===== src/rtl/miner_host_sequencer.sv =====
// miner_host_sequencer: host-side packet sequencer for the bitcoin-miner core.
// Loads a job, then walks the nonce range one LDNONCE pass at a time.
package miner_host_pkg;
    localparam int unsigned mask_length_gp = 3;

    typedef enum logic [1:0] {
        NET_OP_NULL = 2'd0,
        NET_OP_REG  = 2'd1,
        NET_OP_PC   = 2'd2,
        NET_OP_BAR  = 2'd3
    } net_op_e;

    typedef struct packed {
        net_op_e     op;
        logic [9:0]  id;
        logic [31:0] data;
        logic [9:0]  addr;
    } net_packet_s;
endpackage

module miner_host_sequencer
    import miner_host_pkg::*;
#(
    parameter logic [9:0]  NET_ID_P     = 10'd1,
    parameter logic [9:0]  CMD_ADDR_P   = 10'd20,
    parameter logic [9:0]  NONCE_ADDR_P = 10'd1,
    parameter logic [9:0]  MID_BASE_P   = 10'd1,
    parameter logic [9:0]  WORK_BASE_P  = 10'd9,
    parameter int unsigned SETTLE_P     = 2,
    parameter int unsigned GUARD_P      = 4,
    parameter logic [31:0] WATCHDOG_P   = 32'd1_000_000
) (
    input  logic                      clk,
    input  logic                      reset,
    input  logic                      start_i,
    input  logic                      abort_i,
    input  logic [255:0]              midstate_i,
    input  logic [95:0]               work_i,
    input  logic [31:0]               nonce_start_i,
    input  logic [31:0]               nonce_end_i,
    input  logic [mask_length_gp-1:0] barrier_i,
    output net_packet_s               net_packet_o,
    output logic                      busy_o,
    output logic                      done_o,
    output logic                      found_o,
    output logic                      exhausted_o,
    output logic                      error_o,
    output logic [31:0]               nonce_o,
    output logic [31:0]               tries_o
);

    localparam logic [1:0]  CMD_LDWORK  = 2'd1;
    localparam logic [1:0]  CMD_LDNONCE = 2'd2;
    localparam logic [1:0]  CMD_DONE    = 2'd3;
    localparam logic [9:0]  IDLE_ADDR   = 10'd24;
    localparam logic [31:0] IDLE_DATA   = 32'hFFFF_FFFE;

    typedef enum logic [3:0] {
        S_IDLE,
        S_MID,
        S_WORK,
        S_NONCE,
        S_CMD,
        S_KICK,
        S_REL,
        S_WAIT,
        S_SETTLE,
        S_FIN
    } state_e;

    state_e      state_q;
    net_packet_s pkt_q;
    logic        busy_q;
    logic        done_q;
    logic        found_q;
    logic        exh_q;
    logic        err_q;
    logic        hit_q;
    logic [31:0] nonce_q;
    logic [31:0] tries_q;
    logic [31:0] end_q;
    logic [31:0] cnt_q;
    logic [255:0] ms_q;
    logic [95:0] wk_q;
    logic [2:0]  idx_q;
    logic [1:0]  cmd_q;

    logic [31:0] mid_word;
    logic [31:0] work_word;
    logic [1:0]  widx;

    // Word 0 sits in the most significant slice of each bus.
    assign widx      = 2'd2 - idx_q[1:0];
    assign mid_word  = ms_q[{~idx_q, 5'd0} +: 32];
    assign work_word = wk_q[{widx, 5'd0} +: 32];

    function automatic net_packet_s mk_pkt(
        input net_op_e     op,
        input logic [9:0]  addr,
        input logic [31:0] data
    );
        net_packet_s p;
        p.op   = op;
        p.id   = NET_ID_P;
        p.data = data;
        p.addr = addr;
        return p;
    endfunction

    always_ff @(posedge clk or negedge reset) begin
        if (!reset) begin
            state_q <= S_IDLE;
            pkt_q   <= '0;
            busy_q  <= 1'b0;
            done_q  <= 1'b0;
            found_q <= 1'b0;
            exh_q   <= 1'b0;
            err_q   <= 1'b0;
            hit_q   <= 1'b0;
            nonce_q <= '0;
            tries_q <= '0;
            end_q   <= '0;
            cnt_q   <= '0;
            ms_q    <= '0;
            wk_q    <= '0;
            idx_q   <= '0;
            cmd_q   <= CMD_LDWORK;
        end else begin
            pkt_q  <= mk_pkt(NET_OP_NULL, IDLE_ADDR, IDLE_DATA);
            done_q <= 1'b0;
            if (state_q != S_IDLE && abort_i) begin
                state_q <= S_IDLE;
                busy_q  <= 1'b0;
            end else begin
                unique case (state_q)
                    S_IDLE: begin
                        busy_q <= 1'b0;
                        if (start_i && !busy_q && !abort_i) begin
                            ms_q    <= midstate_i;
                            wk_q    <= work_i;
                            end_q   <= nonce_end_i;
                            nonce_q <= nonce_start_i;
                            found_q <= 1'b0;
                            exh_q   <= 1'b0;
                            err_q   <= 1'b0;
                            hit_q   <= 1'b0;
                            tries_q <= '0;
                            busy_q  <= 1'b1;
                            idx_q   <= '0;
                            cmd_q   <= CMD_LDWORK;
                            pkt_q   <= mk_pkt(NET_OP_BAR, IDLE_ADDR, 32'd7);
                            state_q <= S_MID;
                        end
                    end
                    S_MID: begin
                        pkt_q <= mk_pkt(NET_OP_REG,
                                        MID_BASE_P + {7'd0, idx_q},
                                        mid_word);
                        idx_q <= idx_q + 3'd1;
                        if (idx_q == 3'd7) begin
                            idx_q   <= '0;
                            state_q <= S_WORK;
                        end
                    end
                    S_WORK: begin
                        pkt_q <= mk_pkt(NET_OP_REG,
                                        WORK_BASE_P + {7'd0, idx_q},
                                        work_word);
                        idx_q <= idx_q + 3'd1;
                        if (idx_q == 3'd2) begin
                            idx_q   <= '0;
                            state_q <= S_CMD;
                        end
                    end
                    S_NONCE: begin
                        pkt_q   <= mk_pkt(NET_OP_REG, NONCE_ADDR_P, nonce_q);
                        tries_q <= tries_q + 32'd1;
                        cmd_q   <= CMD_LDNONCE;
                        state_q <= S_CMD;
                    end
                    S_CMD: begin
                        pkt_q   <= mk_pkt(NET_OP_REG, CMD_ADDR_P, {30'd0, cmd_q});
                        state_q <= S_KICK;
                    end
                    S_KICK: begin
                        pkt_q   <= mk_pkt(NET_OP_PC, 10'd0, 32'd2);
                        state_q <= S_REL;
                    end
                    S_REL: begin
                        cnt_q   <= '0;
                        state_q <= (cmd_q == CMD_DONE) ? S_FIN : S_WAIT;
                    end
                    S_WAIT: begin
                        cnt_q <= cnt_q + 32'd1;
                        if (cnt_q >= 32'(GUARD_P) && barrier_i == '0) begin
                            hit_q   <= 1'b0;
                            cnt_q   <= '0;
                            state_q <= S_SETTLE;
                        end else if (cnt_q >= 32'(GUARD_P) &&
                                     barrier_i == mask_length_gp'(1)) begin
                            hit_q   <= 1'b1;
                            cnt_q   <= '0;
                            state_q <= S_SETTLE;
                        end else if (cnt_q == WATCHDOG_P - 32'd1) begin
                            err_q   <= 1'b1;
                            done_q  <= 1'b1;
                            state_q <= S_IDLE;
                        end
                    end
                    S_SETTLE: begin
                        cnt_q <= cnt_q + 32'd1;
                        if (cnt_q == 32'(SETTLE_P) - 32'd1) begin
                            if (hit_q) begin
                                cmd_q   <= CMD_DONE;
                                state_q <= S_CMD;
                            end else if (cmd_q == CMD_LDWORK) begin
                                state_q <= S_NONCE;
                            end else if (nonce_q == end_q) begin
                                exh_q   <= 1'b1;
                                done_q  <= 1'b1;
                                state_q <= S_IDLE;
                            end else begin
                                nonce_q <= nonce_q + 32'd1;
                                state_q <= S_NONCE;
                            end
                        end
                    end
                    S_FIN: begin
                        found_q <= 1'b1;
                        done_q  <= 1'b1;
                        state_q <= S_IDLE;
                    end
                    default: begin
                        state_q <= S_IDLE;
                    end
                endcase
            end
        end
    end

    assign net_packet_o = pkt_q;
    assign busy_o       = busy_q;
    assign done_o       = done_q;
    assign found_o      = found_q;
    assign exhausted_o  = exh_q;
    assign error_o      = err_q;
    assign nonce_o      = nonce_q;
    assign tries_o      = tries_q;

endmodule

===== config.mk =====
export PLATFORM = sky130hd
export DESIGN_NAME = miner_host_sequencer
export DESIGN_NICKNAME = d
export VERILOG_FILES = /design/src/rtl/miner_host_sequencer.sv
export SDC_FILE = /design/constraint.sdc
export NUM_CORES = 1
export LEC_CHECK = 0
export ABC_CLOCK_PERIOD_IN_PS = 6700
export CAP_MARGIN = 0
export CORE_MARGIN = 5
export CORE_UTILIZATION = 48
export DETAILED_ROUTE_END_ITERATION = 8
export PLACE_DENSITY_LB_ADDON = 0.12
export SLEW_MARGIN = 30
export SYNTH_ARGS = -nofsm -noshare
export SYNTH_HDL_FRONTEND = slang
export SYNTH_SLANG_ARGS = --single-unit

===== constraint.sdc =====
create_clock -name clk -period 6.7 [get_ports clk]
set_input_delay 1.34 -clock clk [delete_from_list [all_inputs] [get_ports clk]]
set_output_delay 1.34 -clock clk [all_outputs]
set_load 0.05 [all_outputs]

# Yosys cells after proc, flatten, opt, wreduce, memory -nomap -nowiden
# Cells that the tools add are included.
[totals]
reg_bits = 549
latch_bits = 0
mem_bits_rw = 0
rom_bits = 0
input_bits = 423
out_inout_bits = 123
wordCells = 154
mem_count = 0
[classes]
n_addsub = 7
n_mul = 0
div = 0
n_lt_le_gt_ge = 1
eq_ne = 33
shifts = 2
muxes = 61
bitwise = 2
reduce_logical = 29
[ops]
columns = ["operator", "count"]
rows = [
  ["$pmux 54 s6", 1],
  ["$mux 32", 8],
  ["$shiftx 256x9->32", 1],
  ["$pmux 32 s2", 2],
  ["$mux 54", 2],
  ["$add 32x1->32 const B", 3],
  ["$pmux 32 s3", 1],
  ["$shiftx 96x8->32", 1],
  ["$mux 4", 9],
  ["$pmux 4 s9", 1],
  ["$eq 32x1->1 const B", 1],
  ["$eq 32x20->1 const B", 1],
  ["$eq 32x32->1", 1],
  ["$ge 32x3->1 const B", 1],
  ["$mux 1", 21],
  ["$ne 2x2->1 const B", 10],
  ["$eq 4x3->1 const B", 4],
  ["$ne 3x3->1 const B", 5],
  ["$reduce_and 7->1", 2],
  ["$mux 3", 4],
  ["$reduce_and 3->1", 4],
  ["$mux 2", 5],
  ["$reduce_and 5->1", 2],
  ["$reduce_bool 2->1", 5],
  ["other kinds (28)", 40],
]

# Longest topological paths before layout
[logic_depth]
ltp_word = 7
depth_mapped = 11

# Worst setup path after synthesis
# OpenSTA, ideal clock, no wires.
[synth_timing]
path_type = "input to register"
startpoint = "input start_i"
endpoint = "register nonce_q[0] (netlist: nonce_o[0])"
setup_time_ps = 121
arrival_ps = 2761
required_ps = 6579
path_slack_ps = 3818
stages = 8
cell_sequence = "nand2b_1 > clkbuf_1 > a211oi_1 > nand2_1 > a31oi_1 > clkbuf_1 > nand3_1 > a22o_1"
[synth_via]
elab_chain_len = 4
[synth_rtl]
columns = ["item", "line_no", "rtl"]
rows = [
  ["start, declared", "35", "input logic start_i,"],
  ["$logic_and 1x1->1 (2 in series)", "138", "if (start_i && !busy_q && !abort_i) begin"],
  ["$ne 2x2->1 (no source line)", "-", ""],
  ["$reduce_and 7->1 (no source line)", "-", ""],
  ["end signal, assigned", "142", "nonce_q <= nonce_start_i;"],
  ["end signal, assigned", "223", "nonce_q <= nonce_q + 32'd1;"],
  ["end, declared", "79", "logic [31:0] nonce_q;"],
]
# Every way passes these cells.
# A chain may end at the register's enable or synchronous reset.

# Worst setup path after layout
[layout_timing]
startpoint = "input abort_i"
endpoint = "register nonce_q[1] (netlist: nonce_o[1])"
[layout_via]
elab_chain_len = 4
[layout_rtl]
columns = ["item", "line_no", "rtl"]
rows = [
  ["start, declared", "36", "input logic abort_i,"],
  ["$logic_not 1->1", "138", ""],
  ["$logic_and 1x1->1", "138", ""],
  ["$ne 2x2->1 (no source line)", "-", ""],
  ["$reduce_and 7->1 (no source line) *", "-", ""],
]
# Mark *: on every way between the ends. The rest lies on a longest branch, timed or not.

==> results.txt <==
----------------------------------------------------
[Status]
  Outcome ... complete, no violations

[Power]
  Int Power ... between 0.008 and 0.009 W
  Total power density per cell area ... 439 nW/µm²
  Maximum vdd drop ... about 0.23 mV
  Switching share of total power ... 0.401
  Leakage power ... around 15 nW
  Share of power burned in the clock network ... 0.217
  Flop pwr share ... 0.388
  Switching power ... 0.00581 W
  Part of the total power dissipated in combinational logic ... 0.395

[Logic synthesis]
  Post-Synthesis Mean Instance Area ... 8.97 µm²
  Register bit count reported by yosys ... 535
  Distinct cells, synth ... 68
  Number of synthesized flops with an enable pin ... 0
  Yosys Warn Count ... 0
  Async set or reset register ratio after synthesis ... 1.00
  Share of the yosys chip area belonging to registers ... 0.528
  Primary FF master, synth ... dfrtp_1
  Synth Cell Area ... around 25000 µm²
  Gate count after technology mapping ... 2825

[CTS]
  Number of buffers on the longest clock path ... 3
  Clock tree sinks ... between 500 and 600
  CTS tree ... done
  CTS H-tree depth ... 2
  Post-CTS sizing ... 0
  Count of hold buffers inserted by post-cts repair ... 0
  Number of setup buffers added after CTS ... 0
  Total CTS buffers ... 57
  Root buffer cell ... clkbuf_16
  Skew-Pair Late Insertion Delay ... 0.61 ns
  Clock transition at the registers of the reported paths ... 0.06 ns

[Drt]
  Drt total wl ... 85000 µm
  DR iter-0 viols ... about 2000
  Highest signal layer in the routed design ... met5
  Average wire length per cell after detail routing ... 21.2 µm
  Metal3 WL ... slightly above 6000 µm
  Detailed-routing wirelength on met1 ... 35300 µm
  Post-detailed-route via-to-cell ratio ... roughly 5.5
  Post-detailed-route DRC marker count ... 0
  Via Count ... 21900
  Post-detailed-route count of antenna-violating nets ... 0
  Met2 wire length ... 39600 µm
  Router iterations before antenna repair ... 5

[Floorplan]
  Top-level port count ... 546
  Area enclosed by the die boundary ... 57500 µm²
  Starting density of the core ... 0.483
  Site Rows ... between 80 and 90
  Die X ... 240 µm
  Chip Height ... 240 µm
  Floorplan core area ... 52400 µm²

[Setup path]
  Crit path max-delay cell type ... clkdlybuf4s50_1
  Type of destination of the critical path ... register
  Startpoint types ... input port
  Signal arrival time at the worst endpoint ... 4.05 ns
  Largest stage delay on the critical path ... about 0.72 ns
  Type of the setup path with the least slack ... input port to register
  FF-to-FF setup slack ... about 3.3 ns
  Worst path cell trace ... clkdlybuf4s50_1 -> a211oi_1 -> nand2_1 -> a31oi_2 -> buf_4 -> and2_2 -> a31oi_1
  Startpoint of the lowest-slack register-to-register path ... state_q[1]$_DFFE_PN0P_
  Critical Path RT ... around 7 ns
  Setup crit start ... abort_i
  Maximum fanout encountered on the critical timing path ... 33
  Reg2Reg Depth ... 6

[STA]
  Number of hold-slack violations in the final timing report ... 0
  Post-route fraction of the period consumed by the critical path ... 0.538
  Slew at the pin closest to its max-slew limit ... 0.863 ns
  Worst-case headroom to the max-slew limit ... 0.425
  Count of pins over their slew limit ... 0
  Setup slack of the critical path after layout ... 3.10 ns
  Min cycle time layout ... 3.60 ns
  Final number of setup-violating endpoints ... 0
  Post-route clock skew ... 0.0139 ns
  Setup Total Neg Slack ... 0 ns
  Setup repair after global routing missed its margin ... no
  Upper clock frequency limit ... 278 MHz

[Global route]
  Initial antenna violation count ... 17
  Maximum number of pins on one net before global-route repair ... around 230
  Combined global-route utilization of all metal layers ... 0.289
  Aggregate global routing overflow ... 0
  Vias in the first global route ... 21900
  First-pass GRT wire length ... 128000 µm

[Place]
  Post-detail-place hpwl ... 60800 µm
  Final GP Congestion ... ~0.91
  Setup WS pre-CTS ... 2.59 ns
  Port Buf Inserts ... 531

[Flow run]
  Number of max-cap violations ... 0

[Hold path]
  Hold depth ... 2
  Worst hold path class ... register to register
  Hold path start ... ms_q[174]$_DFFE_PN0P_

[Final layout]
  # nets final ... 3694
  Layout cells sized above 1 ... 0.0611
  Fraction of the core area covered by cells at the end of the flow ... 0.630
  Synthesis-to-layout area growth ... 30.3%

----------------------------------------------------
==> synthesized netlist by cell type (all sizes together) (2+ instances only) <==
library cell	count	share of area
nor3	24	0.0047
nor2b	9	0.0022
dfrtp	534	0.53
o22ai	21	0.0052
or2	3	0.00074
and3	27	0.0067
a2111oi	2	0.00069
nor2	82	0.012
nand2	1328	0.20
a21oi	48	0.0095
nand3	44	0.0087
xor2	21	0.0073
and2	6	0.0015
ha	8	0.0039
and4	7	0.0024
o2bb2ai	2	0.00069
xnor2	60	0.021
o221ai	2	0.00069
o21ai	70	0.014
and3b	2	0.00069
or3	9	0.0022
nand4	29	0.0074
mux2i	65	0.026
o21a	3	0.00089
nand2b	6	0.0015
nor4	18	0.0062
inv	23	0.0034
or4	5	0.0016
o2111ai	30	0.010
o31ai	6	0.0018
conb	2	0.00030
buf	60	0.013
o32ai	5	0.0017
a211o	3	0.0010
o211ai	2	0.00059
mux4	64	0.057
a22o	8	0.0028
a211oi	2	0.00079
clkbuf	132	0.020
a31oi	33	0.0081
==> power groups by stage <==
stage                     clock [W]  combinational, W  sequential [W]
after floorplan                   0           0.00334         0.00582
after global placement            0           0.00563         0.00558
after detailed placement          0           0.00571         0.00565
after CTS                   0.00320           0.00575         0.00560
after global routing        0.00332           0.00624         0.00577
final                       0.00315           0.00574         0.00562
==> sequential cells by signal (all words and copies together), names as in the netlist <==
register / cells
cmd_q: 2
ms_q: 256
nonce_o: 32
tries_o: 32
found_o: 1
busy_o: 1
end_q: 32
idx_q: 3
cnt_q: 32
error_o: 1
state_q: 4
done_o: 1
hit_q: 1
exhausted_o: 1
wk_q: 96
net_packet_o: 40
==> per-layer routing <==
metal  GRT usage  vias up
met4       0.127       12
met1       0.397    10700
li1            -    10200
met2       0.448      846
met5           0        -
met3      0.0609      160
==> layout by cell type (no fill, tap or decap), types with 7 or more instances in the layout <==
cell	synthesis	layout
o2111ai_1	30	30
nor3_1	24	21
and3_1	27	26
and4_1	7	7
ha_1	8	7
inv_1	23	23
clkbuf_16	0	57
diode_2	0	12
mux4_2	64	64
nand4_1	28	28
o21ai_0	69	69
nand2_1	1328	1328
mux2i_1	65	65
nor4_1	15	15
dfrtp_1	534	531
xor2_1	21	21
or3_1	9	8
nor2b_1	9	9
conb_1	2	15
nor2_1	82	81
clkbuf_1	132	17
buf_4	17	16
clkbuf_8	0	14
nand3_1	44	44
o22ai_1	21	21
a21oi_1	48	48
buf_12	0	7
xnor2_1	60	60
a31oi_1	33	32
a22o_1	8	8
clkdlybuf4s50_1	0	530
==> kinds of logic after synthesis <==
kind of cell | share of synthesized area
buffers and inverters | 0.0359
DFF | 0.528
and+or+nand+nor | 0.258
muxes | 0.0830
adders and majority gates | 0.00434
other | 0.000296
xor gates and xnor gates | 0.0280
AOI/OAI and AO/OA | 0.0619
==> per-stage QoR <==
step           instance area (µm²)  total power (W)  hold slack [ns]  cells
2_1_floorplan                25400          0.00916            0.440   2838
3_3_place_gp                 31100           0.0112            0.453   3889
3_5_place_dp                 31100           0.0114            0.458   3889
4_1_cts                      32900           0.0146            0.473   3989
5_1_grt                      33000           0.0153            0.489   4000
6_report                     33000           0.0145            0.469   4004
==> final cells by class <==
class / count / area [µm²]
Fill cell: 4464 / 19400
Sequential cell: 535 / 13400
Multi-Input combinational cell: 2088 / 11100
Timing Repair Buffer: 558 / 5670
Clock buffer: 88 / 1680
Tap cell: 688 / 861
Clock inverter: 12 / 159
Inverter: 23 / 86.3
Antenna cell: 12 / 30.0
==> worst paths after layout <==
path	endpoint
max in group asynchronous	end_q[0]$_DFFE_PN0P_
min reg2reg	ms_q[174]$_DFFE_PN0P_
min	ms_q[174]$_DFFE_PN0P_
max reg2reg	tries_o[29]$_DFFE_PN0P_
max	nonce_o[1]$_DFFE_PN0P_
min in group asynchronous	end_q[14]$_DFFE_PN0P_
==> critical path: cells and delay by family <==
kind / cells / cell delay, ns
and+or+nand+nor: 2 / 0.79
buffers and inverters: 2 / 1.08
AOI/OAI and AO/OA: 3 / 0.81
Note: power is estimated with default switching activity, not from simulation.
